File: src/rtl/branch_predict_unit.sv
// Branch prediction and resolution: a 2-bit BHT feeds fetch, and execute
// resolves branches, drives the PC mux and kills, and keeps perf counters.
module branch_predict_unit #(
  parameter int XLEN              = 32,
  parameter int BHT_ENTRIES       = 64,
  parameter int FENCE_KILL_CYCLES = 2,
  parameter int PERF_WIDTH        = 32
) (
  input  logic                  clk,
  input  logic                  rst_n,
  input  logic [XLEN-1:0]       if_pc,
  output logic                  if_pred_taken,
  input  logic                  ex_valid,
  input  logic [XLEN-1:0]       ex_pc,
  input  logic [3:0]            ex_br_type,
  input  logic                  ex_br_eq,
  input  logic                  ex_br_lt,
  input  logic                  ex_br_ltu,
  input  logic                  ex_pred_taken,
  input  logic                  pipeline_kill,
  input  logic                  fence_i,
  output logic [2:0]            pc_sel,
  output logic                  if_kill,
  output logic                  dec_kill,
  output logic [PERF_WIDTH-1:0] perf_branches,
  output logic [PERF_WIDTH-1:0] perf_mispredicts
);

  localparam int IDX_W = $clog2(BHT_ENTRIES);

  localparam logic [3:0] BR_N   = 4'd0;
  localparam logic [3:0] BR_NE  = 4'd1;
  localparam logic [3:0] BR_EQ  = 4'd2;
  localparam logic [3:0] BR_GE  = 4'd3;
  localparam logic [3:0] BR_GEU = 4'd4;
  localparam logic [3:0] BR_LT  = 4'd5;
  localparam logic [3:0] BR_LTU = 4'd6;
  localparam logic [3:0] BR_J   = 4'd7;
  localparam logic [3:0] BR_JR  = 4'd8;

  localparam logic [2:0] PC_4     = 3'd0;
  localparam logic [2:0] PC_BRJMP = 3'd1;
  localparam logic [2:0] PC_JALR  = 3'd2;
  localparam logic [2:0] PC_EXC   = 3'd3;
  localparam logic [2:0] PC_EX4   = 3'd4;

  localparam logic [3:0] FENCE_LOAD = 4'(FENCE_KILL_CYCLES);

  logic [1:0]            bht_q [BHT_ENTRIES];
  logic [1:0]            bht_cur;
  logic [1:0]            bht_d;
  logic [IDX_W-1:0]      if_idx;
  logic [IDX_W-1:0]      ex_idx;
  logic [3:0]            fence_cnt_q;
  logic [3:0]            fence_cnt_d;
  logic [PERF_WIDTH-1:0] perf_br_q;
  logic [PERF_WIDTH-1:0] perf_br_d;
  logic [PERF_WIDTH-1:0] perf_mis_q;
  logic [PERF_WIDTH-1:0] perf_mis_d;
  logic                  is_cond;
  logic                  is_j;
  logic                  is_jr;
  logic                  taken;
  logic                  upd;
  logic                  mispred;
  logic                  unused_pc_bits;

  assign if_idx = if_pc[IDX_W+1:2];
  assign ex_idx = ex_pc[IDX_W+1:2];

  assign unused_pc_bits = ^{if_pc[XLEN-1:IDX_W+2], if_pc[1:0],
                            ex_pc[XLEN-1:IDX_W+2], ex_pc[1:0]};

  // Old table contents are read even when execute writes the same entry.
  assign if_pred_taken = bht_q[if_idx][1];

  always_comb begin
    taken   = 1'b0;
    is_cond = 1'b0;
    unique case (ex_br_type)
      BR_NE:   begin is_cond = 1'b1; taken = !ex_br_eq;  end
      BR_EQ:   begin is_cond = 1'b1; taken = ex_br_eq;   end
      BR_GE:   begin is_cond = 1'b1; taken = !ex_br_lt;  end
      BR_GEU:  begin is_cond = 1'b1; taken = !ex_br_ltu; end
      BR_LT:   begin is_cond = 1'b1; taken = ex_br_lt;   end
      BR_LTU:  begin is_cond = 1'b1; taken = ex_br_ltu;  end
      default: begin is_cond = 1'b0; taken = 1'b0;       end
    endcase
  end

  assign is_j    = (ex_br_type == BR_J);
  assign is_jr   = (ex_br_type == BR_JR);
  assign upd     = ex_valid && is_cond && !pipeline_kill;
  assign mispred = (taken != ex_pred_taken);

  always_comb begin
    pc_sel = PC_4;
    if (pipeline_kill) begin
      pc_sel = PC_EXC;
    end else if (ex_valid && ex_br_type != BR_N) begin
      unique case (1'b1)
        is_j:                             pc_sel = PC_BRJMP;
        is_jr:                            pc_sel = PC_JALR;
        is_cond && taken && !ex_pred_taken: pc_sel = PC_BRJMP;
        is_cond && !taken && ex_pred_taken: pc_sel = PC_EX4;
        default:                          pc_sel = PC_4;
      endcase
    end
  end

  assign dec_kill = (pc_sel != PC_4);
  assign if_kill  = dec_kill | fence_i | (fence_cnt_q != 4'd0);

  always_comb begin
    fence_cnt_d = fence_cnt_q;
    if (fence_i)
      fence_cnt_d = FENCE_LOAD;
    else if (fence_cnt_q != 4'd0)
      fence_cnt_d = fence_cnt_q - 4'd1;
  end

  always_comb begin
    bht_cur = bht_q[ex_idx];
    bht_d   = bht_cur;
    if (taken) begin
      if (bht_cur != 2'b11) bht_d = bht_cur + 2'd1;
    end else begin
      if (bht_cur != 2'b00) bht_d = bht_cur - 2'd1;
    end
  end

  always_comb begin
    perf_br_d  = perf_br_q;
    perf_mis_d = perf_mis_q;
    if (upd) begin
      if (perf_br_q != '1)
        perf_br_d = perf_br_q + 1'b1;
      if (mispred && perf_mis_q != '1)
        perf_mis_d = perf_mis_q + 1'b1;
    end
  end

  always_ff @(posedge clk or negedge rst_n) begin
    if (!rst_n) begin
      for (int i = 0; i < BHT_ENTRIES; i++)
        bht_q[i] <= 2'b01;
    end else if (upd) begin
      bht_q[ex_idx] <= bht_d;
    end
  end

  always_ff @(posedge clk or negedge rst_n) begin
    if (!rst_n) begin
      fence_cnt_q <= 4'd0;
      perf_br_q   <= '0;
      perf_mis_q  <= '0;
    end else begin
      fence_cnt_q <= fence_cnt_d;
      perf_br_q   <= perf_br_d;
      perf_mis_q  <= perf_mis_d;
    end
  end

  assign perf_branches    = perf_br_q;
  assign perf_mispredicts = perf_mis_q;

endmodule

File: config.mk
export PLATFORM = sky130hd
export DESIGN_NAME = branch_predict_unit
export DESIGN_NICKNAME = d
export VERILOG_FILES = /design/src/rtl/branch_predict_unit.sv
export SDC_FILE = /design/constraint.sdc
export NUM_CORES = 1
export LEC_CHECK = 0
export ABC_CLOCK_PERIOD_IN_PS = 7400
export BUFFER_PORTS_ARGS = -buffer_cell sky130_fd_sc_hd__clkbuf_2
export CAP_MARGIN = 20
export CORE_MARGIN = 3
export CORE_UTILIZATION = 25
export CTS_CLUSTER_SIZE = 40
export DETAILED_ROUTE_END_ITERATION = 12
export PLACE_DENSITY_LB_ADDON = 0.15
export SLEW_MARGIN = 20
export SYNTH_ARGS = -nofsm -noshare
export SYNTH_HDL_FRONTEND = slang
export SYNTH_SLANG_ARGS = --single-unit
File: constraint.sdc
create_clock -name clk -period 7.4 [get_ports clk]
set_input_delay 0.74 -clock clk [delete_from_list [all_inputs] [get_ports clk]]
set_output_delay 0.74 -clock clk [all_outputs]
set_load 0.05 [all_outputs]
---- After elaboration in Yosys (flattened, before gate mapping) ----
Cells that the tools add are included.
word-level totals
  register bits ........................... 196
  output and inout port bits .............. 70
  bits of input ports ..................... 77
  word-level logic and storage cells ...... 134
operators by class
  $add $sub $neg .......................... 5
  reductions and logical operators ........ 24
  equal/unequal tests ..................... 12
  bitwise gates (word level) .............. 4
  multiplexer cells ....................... 19
  $lt $le $gt $ge ......................... 3
operators by type and width
  operator                                             count
  bitwise mux 128 bit                                  1
  adder 32 x 1 -> 32 bit, second input constant        2
  != test 32 bit, second input constant                2
  binary-select mux 2 bit (select 6 bit)               2
  equality test 4 x 3 -> 1 bit, second input constant  4
  2-to-1 mux 2 bit                                     8
  >= comparator 7 bit, second input constant           2
  NOT 6 -> 7 bit                                       2
  demux 2 bit (select 6 bit)                           1
  logical AND 1 bit                                    9
  case mux 3 bit (3 select lines)                      1
  equality test 4 x 2 -> 1 bit, second input constant  2
  2-to-1 mux 4 bit                                     2
  nonzero test 4 bit                                   2
  < comparator 7 x 1 -> 1 bit, second input constant   1
  logical NOT 1 bit                                    6
  2-to-1 mux 3 bit                                     2
  case mux 1 bit (6 select lines)                      1
  OR reduction 6 bit                                   1
  equality test 4 x 1 -> 1 bit, second input constant  1
  equality test 4 bit, second input constant           1
  AND reduction 2 bit                                  2
  nonzero test 2 bit                                   2
  subtractor 4 x 1 -> 4 bit, second input constant     1
  other kinds (8)                                      9

---- Logic depth before layout (Yosys ltp) ----
  word-level depth ........................ 12
  gate-level depth with buffers ........... 11
  mapped depth without buffers ............ 7

---- Least setup slack after synthesis ----
No wires, ideal clock.
  path kind ............................... input port to output port
  start point ............................. in if_pc[2]
  end point ............................... out if_pred_taken
  data arrival time ....................... 3,311 ps
  required time ........................... 6,660 ps
  cell stages on the path ................. 5
  setup slack ............................. 3,349 ps
  path buffers ............................ 2
  path through ............................ clkbuf_1 > buf_1 > mux4_2 > mux4_2 > mux4_2
between the ends
  word-level cells in the longest chain between the ends .. 4
RTL lines
  element                                              RTL line  RTL
  start: declaration                                   11        input logic [XLEN-1:0] if_pc,
  NOT 6 -> 7 bit (not written as such)                 75        assign if_pred_taken = bht_q[if_idx][1];
  binary-select mux 2 bit (select 6 bit)               75
  2-to-1 mux 2 bit (not written as such) (2 in a row)  75
  end: declaration                                     12        output logic if_pred_taken,
No other way between the ends. The select of a mux whose other input is x is not followed.

---- Worst setup path in the final report ----
  start point ............................. in ex_pc[2]
  end point ............................... reg bht_q[120] (netlist bit)
between the ends
  word-level cells in the longest chain between the ends .. 8
  elaborated cells between the ends (all ways) .. 17
  classes of those cells .................. 2 x add/sub; 2 x order compare; 1 x eq/ne; 9 x mux; 1 x bitwise; 2 x reduce/logical
RTL lines
  element                                                  RTL line  RTL
  start: declaration                                       14        input logic [XLEN-1:0] ex_pc,
  NOT 6 -> 7 bit (not written as such) *                   123, 148
  binary-select mux 2 bit (select 6 bit)                   123       bht_cur = bht_q[ex_idx];
  2-to-1 mux 2 bit (not written as such) (2 in a row)      123
  subtractor 2 x 1 -> 2 bit, or another cell as far along  128       if (bht_cur != 2'b00) bht_d = bht_cur - 2'd1;
  2-to-1 mux 2 bit, on equally long branches               128, 126
  2-to-1 mux 2 bit                                         125       if (taken) begin
  bitwise mux 128 bit *                                    148       bht_q[ex_idx] <= bht_d;
  end signal: indexed assignment                           148
  end: declaration                                         49        logic [1:0] bht_q [BHT_ENTRIES];
Every way passes the cells marked *; elsewhere a longest branch is shown, timed or not. The select of a mux whose other input is x is not followed.
A chain may end at the register's enable or synchronous reset.

==> impl_metrics.toml <==
[placement]
detailed_place_hpwl_um = 19600
place_ws_ns = 2.48
port_buffers = 94
gp_congestion = 0.772

[timing]
final.setup.tns_ns = 0
hold_ws_ns = 0.302
fin_ws_ns = 2.94
slew_viol_final = 0
final-hold-violation-count = 0
setup_violations = 0
period_minus_slack_ns = 4.46
min_period_over_period_pct = 60.3
rsz0062_at_grt = "false"
maxSlewHeadroom_pct = 29.3
tightest_slew_ns = 1.06
fin_worst_skew_ns = 0.0118
fmax_ghz = 0.224

[floorplan]
dieWidth_um = 207
rows = 72
dieArea_um2 = 42600
start_util_pct = 25.6
core_um2 = 39200
ios = 147
die_h_um = 207

[clock_network]
cts.hold.buffers_added = 0
clock_latency_ns = 0.45
clk_path_buf_depth = 2
cts_sinks = 196
numCtsBuffers = 17
clkTransAtPathRegs_ns = 0.08
root_buffer = "clkbuf_16"
post_cts_buffers = 0
htreeDepth = 4
cts_resized = 0
cts_tree = "yes"

[logic_synthesis]
synthDistinctLibCells = 62
yosysTopAreaCell = "dfrtp_1"
synthesis.nets = 1042
synth_ff_type = "dfrtp_1"
synth.top_cells.by_count = "226 x nand2_1, 132 x dfrtp_1, 64 x dfstp_2, 64 x o21ai_0, 54 x o21ai_2"
synthArstFlopShare_pct = 100
ys_warn_count = 0
syn_inst = 962
synth.avg_cell_area_um2 = 10.4
synthTopCellsByArea = "dfrtp_1 33%, dfstp_2 17%, nand2_1 8.4%"
seq_area_frac_synth_pct = 49.6
synth_most_common_cell = "nand2_1"
synth_top_area_share_pct = 32.9
synth_area_um2 = 10100
synth-seq-cells = 196
synth_edf_count = 0

[setup_path]
arrival_ns = 4.84
r2r-start = "bht_q[121]$_DFFE_PN0P_"
worstPathRequired_ns = 7.77
crit_fanout = 40
startpoint = "ex_pc[2]"
crit_path_end_kind = "flop"
critical_path_class = "in2reg"
critical_path.startpoint_type = "primary input"

[routing]
dr.pass1.iters = 5
antenna_left = 0
detail_route.drc_violations = 0
drt-total-wl_um = 28800
wire_per_inst_um = 18.2
drt_iter0_drc = 311
dr_total_vias = 7478
via_per_inst = 4.73

[power]
power_density_nw_per_um2 = 204
p_int_mw = 1.66
p_sw_mw = 0.722
switching_share_pct = 30.4
clockPowerShare_pct = 37.1
p_seq_share_pct = 48.9
power.leakage_nw = 4.73
ir_drop_uv = 181
combPwrFrac_pct = 13.9

[layout]
areaGrowthSynthToFinish_pct = 15.7
diodes = 0
fill_cells = 4104
drive_gt1_share_pct = 28.0
final_nets = 1131

[hold_path]
min_path_type = "in2async"

[grt]
grt_max_degree = 72
grt_usage_pct = 14.2
grt_pass1_vias = 7611
antenna_found_initial = 0
grt_pass1_wl_um = 46300
overflow = 0

[outcome]
outcome = "finished, final reports clean"

[job]
maxCapViolations = 0
==> critical path, stage by stage <==
cell	delay [ns]
clkbuf_2	0.72
buf_4	0.46
mux4_1	0.65
o2111ai_1	0.24
nand4_1	0.18
or4_1	0.57
maj3_4	0.63
buf_4	0.40
o21ai_1	0.20
==> cells in the final DEF (no fill, tap or decap), types with 20 or more instances in the layout <==
cell type,n
nand4_1,20
o21ai_2,54
mux2i_1,23
dfrtp_1,132
nand2_1,226
clkbuf_2,93
xnor2_1,43
o21ai_0,64
dfstp_2,64
mux4_2,23
nor2_1,25
nand3_1,30
==> cell type report <==
type                    count  area [um2]  share of cell area [%]
repair buffers            109         596                    5.12
multi-input cells         711        4810                    41.4
well taps                 518         648                    5.57
inverters                  16        60.1                   0.516
clock buffers              23         458                    3.94
flip-flops and latches    196        4980                    42.8
clock inverters             9        73.8                   0.635
==> sequential cells by signal (all words and copies together) (netlist names) <==
signal	count
perf_branches	32
perf_mispredicts	32
fence_cnt_q	4
bht_q	128
==> per-stage QoR <==
step	power [mW]	cells	instance area (um2)	util [%]
floorplan	1.41	962	10100	-
global placement	1.52	1549	11100	28.3
detailed placement	1.52	1550	11100	28.3
CTS	2.42	1582	11600	29.7
global route	2.50	1582	11600	29.7
finish	2.38	1582	11600	29.7
==> power by group through the flow <==
stage | Sequential [mW] | Clock (mW) | Combinational, mW
5_1_grt | 1.17 | 0.963 | 0.363
3_3_place_gp | 1.18 | 0 | 0.336
2_1_floorplan | 1.25 | 0 | 0.164
3_5_place_dp | 1.18 | 0 | 0.337
4_1_cts | 1.16 | 0.923 | 0.338
6_report | 1.16 | 0.882 | 0.332
==> routing by layer <==
metal / wire length, um / global-route usage [%] / part of all wire (%)
met1: 14900 / 21.1 / 52
met2: 12700 / 21.2 / 44
met3: 1100 / 3.09 / 3.8
met4: 167 / 2.50 / 0.58
met5: 0 / 0 / 0
==> kinds of logic (layout without fill, tap and decap cells) <==
logic type      Yosys count  in the layout  synth area share, %
xor+xnor                 62             62                 5.40
fa+ha+maj                 5              5                0.610
mux                      62             62                 10.4
flops                   196            196                 49.6
compound gates          191            191                 13.1
simple gates            391            391                 18.0
buf+inv                  55            157                 2.88
==> path summary, 6_finish.rpt <==
kind	endpoint	slack, ns	cells after the start
worst max-delay path	bht_q[120]$_DFFE_PN1P_	2.94	9
worst min-delay path	bht_q[39]$_DFFE_PN0P_	0.30	1
worst max register to register	bht_q[120]$_DFFE_PN1P_	3.90	8
worst min register to register	bht_q[8]$_DFFE_PN1P_	0.46	2
max in group asynchronous	bht_q[91]$_DFFE_PN0P_	5.72	2
min in group clk	bht_q[8]$_DFFE_PN1P_	0.46	2
Power figures use the tool's default switching activity.
